`config.mk`:
```
export PLATFORM = sky130hd
export DESIGN_NAME = vga_cursor_overlay
export DESIGN_NICKNAME = d
export VERILOG_FILES = /design/src/rtl/vga_text_pkg.sv /design/src/rtl/cursor_blink.sv /design/src/rtl/vga_cursor_overlay.sv
export SDC_FILE = /design/constraint.sdc
export NUM_CORES = 1
export LEC_CHECK = 0
export ABC_AREA = 0
export ABC_CLOCK_PERIOD_IN_PS = 4300
export CAP_MARGIN = 40
export CORE_MARGIN = 4
export CORE_UTILIZATION = 61
export CTS_BUF_LIST = sky130_fd_sc_hd__clkbuf_8
export DETAILED_ROUTE_END_ITERATION = 10
export HOLD_SLACK_MARGIN = 0.03
export PLACE_DENSITY = 0.95
export SYNTH_ARGS = -nofsm -noshare
export SYNTH_HDL_FRONTEND = slang
export SYNTH_SLANG_ARGS = --single-unit
export TNS_END_PERCENT = 20
```
`constraint.sdc`:
```
create_clock -name clk -period 4.3 [get_ports clk]
set_clock_uncertainty 0.05 [all_clocks]
set_input_delay 0.43 -clock clk [delete_from_list [all_inputs] [get_ports clk]]
set_output_delay 0.43 -clock clk [all_outputs]
set_load 0.05 [all_outputs]
```
`src/rtl/vga_text_pkg.sv`:
```
// Shared text-mode geometry defaults and
// address/scanline widths for the VGA text path.
package vga_text_pkg;
  localparam int COLS_D         = 80;
  localparam int ROWS_D         = 25;
  localparam int CHAR_W_D       = 8;
  localparam int LINE_REPEAT_D  = 2;
  localparam int BLINK_FRAMES_D = 16;
  localparam int ADDR_W         = 15;
  localparam int SCAN_W         = 3;

  typedef logic [ADDR_W-1:0] addr_t;
  typedef logic [SCAN_W-1:0] scan_t;
endpackage

```
`src/rtl/cursor_blink.sv`:
```
// Frame counter driving the cursor blink phase.
// Phase starts visible and toggles every BLINK_FRAMES frames.
module cursor_blink
  import vga_text_pkg::*;
#(
  parameter int BLINK_FRAMES = BLINK_FRAMES_D
) (
  input  logic clk,
  input  logic reset_n,
  input  logic frame_start,
  output logic blink_phase
);
  localparam int BW =
    (BLINK_FRAMES > 1) ? $clog2(BLINK_FRAMES) : 1;

  logic [BW-1:0] cnt;

  always_ff @(posedge clk or negedge reset_n) begin
    if (!reset_n) begin
      cnt         <= '0;
      blink_phase <= 1'b1;
    end else if (frame_start) begin
      if (cnt == BW'(BLINK_FRAMES - 1)) begin
        cnt         <= '0;
        blink_phase <= ~blink_phase;
      end else begin
        cnt <= cnt + 1'b1;
      end
    end
  end
endmodule

```
`src/rtl/vga_cursor_overlay.sv`:
```
// Text cursor overlay: tracks cell/scanline from
// pixel and line strobes, emits registered cursor flag.
module vga_cursor_overlay
  import vga_text_pkg::*;
#(
  parameter int COLS         = COLS_D,
  parameter int ROWS         = ROWS_D,
  parameter int CHAR_W       = CHAR_W_D,
  parameter int LINE_REPEAT  = LINE_REPEAT_D,
  parameter int BLINK_FRAMES = BLINK_FRAMES_D
) (
  input  logic              clk,
  input  logic              reset_n,
  input  logic              cursor_enabled,
  input  logic              graphics_enabled,
  input  logic [ADDR_W-1:0] cursor_pos,
  input  logic [SCAN_W-1:0] cursor_scan_start,
  input  logic [SCAN_W-1:0] cursor_scan_end,
  input  logic              pix_valid,
  input  logic              line_end,
  input  logic              frame_start,
  output logic              cursor_pixel,
  output logic [ADDR_W-1:0] char_addr,
  output logic [SCAN_W-1:0] scanline,
  output logic              blink_phase
);
  localparam int SXW =
    (CHAR_W > 1) ? $clog2(CHAR_W) : 1;
  localparam int RPW =
    (LINE_REPEAT > 1) ? $clog2(LINE_REPEAT) : 1;
  localparam int CW = $clog2(COLS + 1);
  localparam int RW = $clog2(ROWS + 1);
  localparam addr_t CELLS = ADDR_W'(COLS * ROWS);

  logic [SXW-1:0] sub_x;
  logic [CW-1:0]  col;
  logic [RPW-1:0] rep;
  scan_t          scan;
  logic [RW-1:0]  row;
  addr_t          row_base;
  addr_t          cell_addr;
  logic           armed;
  logic           in_range;
  logic           hit;

  cursor_blink #(
    .BLINK_FRAMES(BLINK_FRAMES)
  ) u_blink (
    .clk        (clk),
    .reset_n    (reset_n),
    .frame_start(frame_start),
    .blink_phase(blink_phase)
  );

  always_ff @(posedge clk or negedge reset_n) begin
    if (!reset_n) begin
      sub_x    <= '0;
      col      <= '0;
      rep      <= '0;
      scan     <= '0;
      row      <= '0;
      row_base <= '0;
    end else if (frame_start) begin
      sub_x    <= '0;
      col      <= '0;
      rep      <= '0;
      scan     <= '0;
      row      <= '0;
      row_base <= '0;
    end else if (line_end) begin
      sub_x <= '0;
      col   <= '0;
      if (rep == RPW'(LINE_REPEAT - 1)) begin
        rep <= '0;
        if (scan == '1) begin
          scan <= '0;
          // row_base only advances with row so it
          // never runs past the last real row
          if (row != RW'(ROWS)) begin
            row      <= row + 1'b1;
            row_base <= row_base + ADDR_W'(COLS);
          end
        end else begin
          scan <= scan + 1'b1;
        end
      end else begin
        rep <= rep + 1'b1;
      end
    end else if (pix_valid) begin
      if (sub_x == SXW'(CHAR_W - 1)) begin
        sub_x <= '0;
        if (col != CW'(COLS))
          col <= col + 1'b1;
      end else begin
        sub_x <= sub_x + 1'b1;
      end
    end
  end

  always_ff @(posedge clk or negedge reset_n) begin
    if (!reset_n)
      armed <= 1'b0;
    else if (frame_start)
      armed <= 1'b1;
  end

  assign cell_addr = row_base + ADDR_W'(col);

  always_comb begin
    in_range = 1'b0;
    hit      = 1'b0;
    if (cursor_scan_start <= cursor_scan_end)
      in_range = (scan >= cursor_scan_start) &&
                 (scan <= cursor_scan_end);
    else
      in_range = (scan >= cursor_scan_start) ||
                 (scan <= cursor_scan_end);
    hit = cursor_enabled && !graphics_enabled &&
          blink_phase && in_range &&
          (col < CW'(COLS)) && (row < RW'(ROWS)) &&
          (cursor_pos < CELLS) &&
          (cell_addr == cursor_pos);
  end

  always_ff @(posedge clk or negedge reset_n) begin
    if (!reset_n) begin
      cursor_pixel <= 1'b0;
      char_addr    <= '0;
      scanline     <= '0;
    end else if (pix_valid && armed) begin
      cursor_pixel <= hit;
      char_addr    <= cell_addr;
      scanline     <= scan;
    end else begin
      cursor_pixel <= 1'b0;
    end
  end
endmodule

```
==> impl_metrics.json, run 1 <==
{
  "diodes": 0,
  "drv_slew": 0,
  "grt_overflow": 0,
  "die_area_um2": 6570,
  "via_count": 2558,
  "use_met3_pct": 3.55,
  "peakVddDrop_mv": 0.312,
  "grt_use_met2_pct": 42.8,
  "cts_buffers": 5,
  "grt_setup_unrepaired": "false",
  "grt_max_degree": 56,
  "clk_pin_slew_ps": 100,
  "synth_top_cell_by_area": "dfrtp_1",
  "cts_tree": "yes",
  "grt_pass1_vias": 2574,
  "ys_seq_area_share_pct": 42.3,
  "synth_seq_cells": 55,
  "avgSynthCellArea_um2": 9.92,
  "r2r_start": "row_base[5]$_DFFE_PN0P_",
  "crit_arrival_ps": 2390,
  "top_usage_layer": "met2",
  "first_pass_iters": 4,
  "period_needed_ps": 2220,
  "critPathLaunchType": "flop",
  "cp_slowest_cell": "dfrtp_1",
  "cp_max_fo": 7,
  "pre_cts_ws_ps": 1770,
  "cp-end-kind": "flop",
  "final_cell_mix": "dfrtp_1, clkdlybuf4s50_1, nor2_1",
  "drc_errors": 0,
  "p_leak_nw": 1.71,
  "setup_tns_ps": 0,
  "gp_congestion": 0.829,
  "worstPathCellList": "ha_1 -> a211oi_4 -> nor2_2 -> nand3_1 -> nand3b_1 -> o21ai_0 -> nor4_2",
  "drive_above_1_share_pct": 10.7,
  "final_area_um2": 3900,
  "synthesis.nets": 378,
  "worstPathRequired_ps": 4470,
  "hold_violations": 0,
  "path_class": "flop to flop",
  "dp_hpwl_mm": 5.32,
  "start_util_pct": 63.3,
  "place_area_um2": 3780,
  "startpoint": "row_base[5]$_DFFE_PN0P_",
  "rows": 26,
  "wirelength_mm": 7.24,
  "post_cts_buffers": 0,
  "rr_endpoint": "cursor_pixel$_DFF_PN0_",
  "netlist_instances": 328,
  "crit_end": "cursor_pixel$_DFF_PN0_",
  "area_growth_pct": 19.8,
  "max_stage_delay_ps": 450,
  "r2r_cells": 7,
  "ys.warnings.count": 0,
  "antenna_found_initial": 0,
  "h-tree-depth": 2,
  "dp_cells": 435,
  "layout.nets": 422,
  "fillers": 363,
  "clkSinkCount": 55,
  "final-setup-viol-count": 0,
  "cts-resized-gates": 0,
  "fp.dieW_um": 81.0,
  "yosysUniqueCellTypes": 56,
  "fp.coreArea_um2": 5140,
  "grtUsageMet1_pct": 29.8,
  "io_pins": 48,
  "post-route-util_pct": 75.8,
  "cts-root-buf": "clkbuf_8",
  "grt_use_total_pct": 23.9,
  "syn_area_um2": 3250,
  "viasPerCell": 5.77,
  "synth_area_leaders": "dfrtp_1, ha_1, xor2_1",
  "max_freq_mhz": 450,
  "ys.flop_type": "dfrtp_1",
  "clk_latency_ps": 310,
  "fin_crit_sh_pct": 51.6,
  "power.density_nw_per_um2": 308,
  "grt_pass1_wl_mm": 12.0,
  "relSlewSlack_pct": 55.4,
  "final_common_cell": "dfrtp_1",
  "async_flop_share_pct": 100,
  "maxCapViolations": 0,
  "outcome": "finished clean",
  "port_buffers": 47,
  "finalNonFillerCells": 443,
  "drt_iter0_markers": 212,
  "worst_slew_pin_slew_ps": 669,
  "worst_slack_ps": 2080,
  "drt.antenna.violating_nets": 0,
  "ff2ff_setup_slack_ps": 2080,
  "holdBufCountCts": 0,
  "synth-edff-count": 0,
  "synth_top_area_share_pct": 41.5,
  "wire_per_inst_um": 16.4,
  "die_height_um": 81.0,
  "hp-class": "primary input to async pin",
  "clockBufferDepth": 2
}
worst min-delay path by stage:
stage	slack (ps)	end	startpoint
4_1_cts	210	char_addr[2]$_DFFE_PN0P_	reset_n
2_1_floorplan	80	armed$_DFFE_PN0P_	reset_n
3_5_place_dp	400	armed$_DFFE_PN0P_	armed$_DFFE_PN0P_
6_report	190	char_addr[2]$_DFFE_PN0P_	reset_n
3_3_place_gp	410	armed$_DFFE_PN0P_	armed$_DFFE_PN0P_
5_1_grt	260	char_addr[11]$_DFFE_PN0P_	reset_n
critical path, delay by kind of cell (launching register included):
family	cells	cell delay (ps)
adder cells (fa/ha/maj)	1	410
flip-flops	1	450
AND/OR/NAND/NOR	4	1010
AO/OA/AOI/OAI	2	210
registers in the layout, indices dropped and copies added, names as in the netlist:
signal               flops
char_addr               15
row_base                11
col                      7
row                      5
u_blink.cnt              4
scan                     3
scanline                 3
sub_x                    3
armed                    1
cursor_pixel             1
rep                      1
u_blink.blink_phase      1
per-stage QoR:
stage / power (mW) / hold WS [ps]
finish: 1.20 / 189
CTS: 1.20 / 211
floorplan: 0.749 / 84.4
global placement: 0.829 / 408
global route: 1.25 / 256
detailed placement: 0.848 / 400
cell type report:
type	count	area, um2	area share, %
clock inverters	2	35.0	0.899
clock buffers	6	82.6	2.12
multi-input cells	244	1750	45.0
inverters	15	56.3	1.45
flip-flops and latches	55	1380	35.4
well taps	70	87.6	2.25
repair buffers	51	503	12.9
kinds of logic (layout without fill, tap and decap cells):
| group | after synthesis | in the layout | share of synthesized area, % |
|---|---|---|---|
| AND/OR/NAND/NOR | 110 | 110 | 17.5 |
| AO/OA/AOI/OAI | 58 | 58 | 12.7 |
| flip-flops | 55 | 55 | 42.3 |
| XOR/XNOR | 42 | 42 | 11.3 |
| buffers and inverters | 29 | 74 | 3.73 |
| adder cells (fa/ha/maj) | 24 | 24 | 9.12 |
| multiplexers | 10 | 10 | 3.35 |
report_power, final:
part | switching (mW) | leakage, nW | internal, mW | total (mW)
logic | 0.134 | 0.907 | 0.107 | 0.241
registers | 0.0429 | 0.741 | 0.556 | 0.599
clock network | 0.169 | 0.0612 | 0.189 | 0.358
cells in the mapped netlist, types with 2 or more instances:
cell        n
nand4_1     7
a21o_1      5
or2_2       2
nor2_1     29
mux2i_1     3
nor2_2      2
clkbuf_1    7
a21oi_1    12
and3_1      2
buf_2       4
o2111ai_1   2
nand2_1    27
nor3b_2     3
mux2_2      7
o21ai_0    17
buf_4       2
o21ai_1     5
ha_1       22
nand3b_1    2
xnor2_1    20
inv_1      15
xor2_1     22
nor3_1      4
or3_1       3
dfrtp_1    54
nor2b_1     3
nand3_1    14
o211ai_1    2
nand2b_1    3
o21a_1      2
metal layers:
| layer | up-vias | part of all wire [%] |
|---|---|---|
| li1 | 1221 | - |
| met1 | 1238 | 41 |
| met2 | 83 | 53 |
| met3 | 16 | 4.9 |
| met4 | 0 | 1.9 |
| met5 | - | 0 |
Power figures use the tool's default switching activity.
==> run 2: changes to the inputs <==
ABC_CLOCK_PERIOD_IN_PS = 2200   (was 4300)
CORE_UTILIZATION = 56   (was 61)
PLACE_DENSITY = 0.93   (was 0.95)
clock period = 2.2 ns   (was 4.3 ns; I/O delays follow)
==> impl_metrics.json, run 2 (synthesis results as in run 1) <==
{
  "final_common_cell": "dfrtp_1",
  "hp-class": "primary input to async pin",
  "via_count": 2612,
  "drc_errors": 0,
  "whs_ps": 363,
  "fp.dieW_um": 84.2,
  "ff2ff_setup_slack_ps": 60,
  "wire_per_inst_um": 16.7,
  "fin_crit_sh_pct": 97.3,
  "cp_max_fo": 7,
  "cp_num_buf_inv": 0,
  "path_depth": 7,
  "wirelength_mm": 7.48,
  "fp.coreArea_um2": 5570,
  "crit_family": "adder cells",
  "grt_use_total_pct": 21.5,
  "top_register": "char_addr",
  "peakVddDrop_mv": 0.555,
  "diodes": 0,
  "rows": 27,
  "clk_pin_slew_ps": 100,
  "gp_congestion": 0.898,
  "drive_above_1_share_pct": 13.5,
  "cts_tree": "yes",
  "relSlewSlack_pct": 60.4,
  "die_height_um": 84.2,
  "outcome": "finished clean",
  "grt_pass1_vias": 2734,
  "final-setup-viol-count": 0,
  "worst_slack_ps": 58.8,
  "worstPathCellList": "ha_2 -> o21ai_2 -> nor2_4 -> maj3_2 -> o22ai_2 -> o2111ai_2 -> nor4_2",
  "clockBufferDepth": 2,
  "r2r_start": "col[6]$_DFFE_PN0P_",
  "cp-end-kind": "flop",
  "io_pins": 48,
  "largest_register_ffs": 15,
  "grt_max_degree": 32,
  "period_needed_ps": 2140,
  "cts_buffers": 5,
  "crit_arrival_ps": 2330,
  "drt.antenna.violating_nets": 0,
  "first_pass_iters": 4,
  "p_leak_nw": 1.70,
  "final_cell_mix": "dfrtp_1, clkdlybuf4s50_1, nor2_1",
  "max_stage_delay_ps": 440,
  "port_buffers": 47,
  "cp_slowest_cell": "dfrtp_1",
  "fillers": 390,
  "viasPerCell": 5.82,
  "area_growth_pct": 21.5,
  "seqCellArea_um2": 1380,
  "path_class": "flop to flop",
  "worstPathRequired_ps": 2390,
  "h-tree-depth": 2,
  "clk_latency_ps": 330,
  "top_regs": "char_addr x15, row_base x11, col x7",
  "dp_hpwl_mm": 5.30,
  "worst_slew_pin_slew_ps": 594,
  "drv_slew": 0,
  "power.density_nw_per_um2": 567,
  "multi_input_comb_area_um2": 1790,
  "r2r_cells": 7,
  "grt_pass1_wl_mm": 12.3,
  "layout.nets": 426,
  "antenna_found_initial": 0,
  "cts-root-buf": "clkbuf_8",
  "finalPower_mw": 2.24,
  "clkSinkCount": 55,
  "pre_cts_ws_ps": -35.4,
  "die_area_um2": 7090,
  "start_util_pct": 58.4,
  "drt_iter0_markers": 218,
  "hold_violations": 0,
  "grt_overflow": 0,
  "maxCapViolations": 0,
  "rr_endpoint": "cursor_pixel$_DFF_PN0_",
  "max_freq_mhz": 467,
  "critPathLaunchType": "flop"
}
==> run 2: changes by cell type in the layout (fill, tap and decap cells not counted), sizes merged <==
cell,delta
inv,+1
buf,+3
clkinvlp,+2
dlygate4sd3,+1
bufinv,-1
clkbuf,-1
clkinv,-1
==> run 2: where the power goes <==
group	internal, mW	switching [mW]	leakage (nW)	total (mW)
clock	0.228	0.362	0.0408	0.590
sequential	1.09	0.0820	0.738	1.17
combinational	0.218	0.264	0.921	0.482
total	1.53	0.708	1.70	2.24
==> run 2: cell type report <==
type                       instances  share of cell area, %
clock buffer                       5                   1.74
clock inverter                     3                  0.601
inverter                          15                   1.42
multi-input combinational        244                   45.4
sequential                        55                   34.9
tap                               72                   2.28
timing repair buffer              55                   13.7
==> run 2: worst register-to-register path: cells and delay by family (launching register included) <==
family / cells / cell delay [ps]
and+or+nand+nor: 2 / 280
adders and majority gates: 2 / 700
DFF: 1 / 440
AOI/OAI and AO/OA: 3 / 600
==> run 2: through the flow <==
| step | utilization [%] | cell area (um2) | setup TNS, ps | std cells |
|---|---|---|---|---|
| 2_1_floorplan | - | 3250 | 0 | 328 |
| 3_3_place_gp | 68.2 | 3800 | -32.7 | 439 |
| 3_5_place_dp | 68.2 | 3800 | -35.4 | 439 |
| 4_1_cts | 70.4 | 3930 | 0 | 448 |
| 5_1_grt | 70.9 | 3950 | -60.2 | 449 |
| 6_report | 70.9 | 3950 | 0 | 449 |
==> run 2: worst max-delay path by stage <==
stage                              to  slack (ps)                     from
3_5_place_dp   cursor_pixel$_DFF_PN0_         -40       cursor_scan_end[1]
3_3_place_gp   cursor_pixel$_DFF_PN0_         -30           cursor_pos[13]
6_report       cursor_pixel$_DFF_PN0_          60       col[6]$_DFFE_PN0P_
2_1_floorplan  cursor_pixel$_DFF_PN0_         210       col[5]$_DFFE_PN0P_
5_1_grt        cursor_pixel$_DFF_PN0_         -60  row_base[6]$_DFFE_PN0P_
4_1_cts        cursor_pixel$_DFF_PN0_          60       col[5]$_DFFE_PN0P_
==> run 2: per-layer routing <==
metal  global-route usage, %  up-vias  share of wire (%)
li1                        -     1228                  -
met1                    25.6     1238                 40
met2                    36.8      111                 50
met3                    4.61       35                6.0
met4                    10.2        0                4.1
met5                       0        -                  0
==> run 2: repair_timing <==
item / 4_1_cts / 5_1_grt
endpoints found under the setup margin: 1 / 1
hold buffers: 1 / 0
setup buffers: 0 / 1
endpoints found under the hold margin: 24 / 0
pin swaps: 1 / 1
resized for setup: 3 / 6
==> run 3: changes to the inputs <==
ABC_CLOCK_PERIOD_IN_PS = 2520   (was 2200)
CORE_UTILIZATION = 61   (was 56)
PLACE_DENSITY = 0.95   (was 0.93)
RECOVER_POWER = 25   (was unset)
clock period = 2.52 ns   (was 2.2 ns; I/O delays follow)
==> impl_metrics.json, run 3 (synthesis results as in run 1) <==
{
  "place_area_um2": 3790,
  "seqCellArea_um2": 1380,
  "crit_family": "simple AND/OR/NAND/NOR gates",
  "hold_violations": 0,
  "cts_buffers": 5,
  "grt_max_degree": 31,
  "worst_slew_pin_slew_ps": 1520,
  "viasPerCell": 5.79,
  "grt_use_total_pct": 22.9,
  "fp.coreArea_um2": 5140,
  "worstPathCellList": "ha_1 -> o21ai_1 -> nor2_2 -> nand3_1 -> xor2_1 -> o211ai_1 -> nor4_2",
  "post-route-util_pct": 75.9,
  "drt.antenna.violating_nets": 0,
  "critPathLaunchType": "flop",
  "grt_pass1_vias": 2557,
  "peakVddDrop_mv": 0.498,
  "dp_hpwl_mm": 5.45,
  "setup_tns_ps": 0,
  "top_regs": "char_addr x15, row_base x11, col x7",
  "power.density_nw_per_um2": 517,
  "crit_arrival_ps": 2420,
  "start_util_pct": 63.3,
  "top_register": "char_addr",
  "worstPathRequired_ps": 2690,
  "gp_congestion": 0.844,
  "cp_num_buf_inv": 0,
  "die_height_um": 81.0,
  "failed_checks": "capacitance limit, slew limit",
  "drc_errors": 0,
  "hp-class": "flop to flop",
  "drive_above_1_share_pct": 10.4,
  "grt_overflow": 0,
  "h-tree-depth": 2,
  "p_seq_share_pct": 50.6,
  "cts_tree": "yes",
  "antenna_found_initial": 0,
  "die_area_um2": 6570,
  "wire_per_inst_um": 15.7,
  "drt_iter0_markers": 166,
  "largest_register_ffs": 15,
  "max_stage_delay_ps": 440,
  "clockBufferDepth": 2,
  "final_area_um2": 3900,
  "drv_slew": 29,
  "p_leak_nw": 1.71,
  "clkPwrFrac_pct": 29.2,
  "post_cts_buffers": 0,
  "cts-root-buf": "clkbuf_8",
  "cp-end-kind": "flop",
  "port_buffers": 47,
  "io_pins": 48,
  "layout.nets": 425,
  "p_sw_mw": 0.591,
  "diodes": 0,
  "clkSinkCount": 55,
  "clk_latency_ps": 320,
  "power_frac_comb_pct": 20.2,
  "grt_pass1_wl_mm": 11.7,
  "final_common_cell": "dfrtp_1",
  "fillers": 365,
  "fin_crit_sh_pct": 89.4,
  "max_freq_mhz": 444,
  "min_path_cells": 1,
  "multi_input_comb_area_um2": 1750,
  "rows": 26,
  "period_needed_ps": 2250,
  "cp_max_fo": 7,
  "relSlewSlack_pct": -1.11,
  "area_growth_pct": 20.0,
  "grt_setup_unrepaired": "false",
  "path_depth": 7,
  "worst_slack_ps": 267,
  "wirelength_mm": 7.01,
  "via_count": 2584,
  "cp_slowest_cell": "dfrtp_1",
  "fp.dieW_um": 81.0,
  "r2r_cells": 7,
  "switching_share_pct": 29.3,
  "first_pass_iters": 4,
  "clk_pin_slew_ps": 100,
  "maxCapViolations": 1,
  "outcome": "finished, violations left",
  "path_class": "flop to flop",
  "pre_cts_ws_ps": 302,
  "final_cell_mix": "dfrtp_1, clkdlybuf4s50_1, nor2_1",
  "p_int_mw": 1.43,
  "final-setup-viol-count": 0
}
## run 3: changes by cell type in the layout (fill, tap and decap cells not counted), moves of 2 or more
| cell | change |
|---|---|
| ha_1 | +3 |
| clkbuf_1 | +2 |
| clkinvlp_4 | -2 |
| dfrtp_1 | +2 |
| dfrtp_2 | -2 |
| ha_2 | -2 |
## run 3: final cells by class
cell class / instances / area share (%)
clock buffers: 5 / 1.76
multi-input cells: 244 / 44.9
clock inverters: 3 / 1.12
inverters: 15 / 1.44
flip-flops and latches: 55 / 35.3
repair buffers: 54 / 13.2
well taps: 70 / 2.24
## run 3: stage by stage
step / std cells / total power, mW / hold WS (ps)
finish: 446 / 2.02 / 428
detailed placement: 437 / 1.45 / 248
floorplan: 328 / 1.28 / -93.6
global placement: 437 / 1.42 / 240
global route: 446 / 2.11 / 465
CTS: 446 / 2.03 / 434
## run 3: worst reg2reg max path, cell delays in order (launching register included)
cell and delay, ps:
dfrtp_1 440, ha_1 400, o21ai_1 140, nor2_2 310, nand3_1 240, xor2_1 200
o211ai_1 140, nor4_2 240
## run 3: final timing paths
| kind | start | to | slack [ps] |
|---|---|---|---|
| worst max register to register | col[6]$_DFFE_PN0P_ | cursor_pixel$_DFF_PN0_ | 270 |
| worst min-delay path | armed$_DFFE_PN0P_ | armed$_DFFE_PN0P_ | 430 |
| worst min register to register | armed$_DFFE_PN0P_ | armed$_DFFE_PN0P_ | 430 |
| min in group asynchronous | reset_n | char_addr[3]$_DFFE_PN0P_ | 780 |
| worst max-delay path | col[6]$_DFFE_PN0P_ | cursor_pixel$_DFF_PN0_ | 270 |
| max in group asynchronous | reset_n | u_blink.blink_phase$_DFFE_PN1P_ | 620 |
## run 3: power by group through the flow
stage | combinational (mW) | clock [mW] | sequential, mW
2_1_floorplan | 0.197 | 0 | 1.08
3_3_place_gp | 0.391 | 0 | 1.03
3_5_place_dp | 0.411 | 0 | 1.04
4_1_cts | 0.414 | 0.595 | 1.02
5_1_grt | 0.452 | 0.628 | 1.03
6_report | 0.409 | 0.590 | 1.02
## run 3: layer usage
metal  global-route usage (%)  share of wire, %  wire length (um)
met1                     29.2                42              2940
met2                     38.8                50              3530
met3                     2.88               4.1               285
met4                     10.5               3.5               247
met5                        0                 0                 0
## run 3: what timing repair did
action | CTS | global route
gates resized for setup | 0 | 0
endpoints found under the hold margin | 26 | 0
hold buffers | 1 | 0
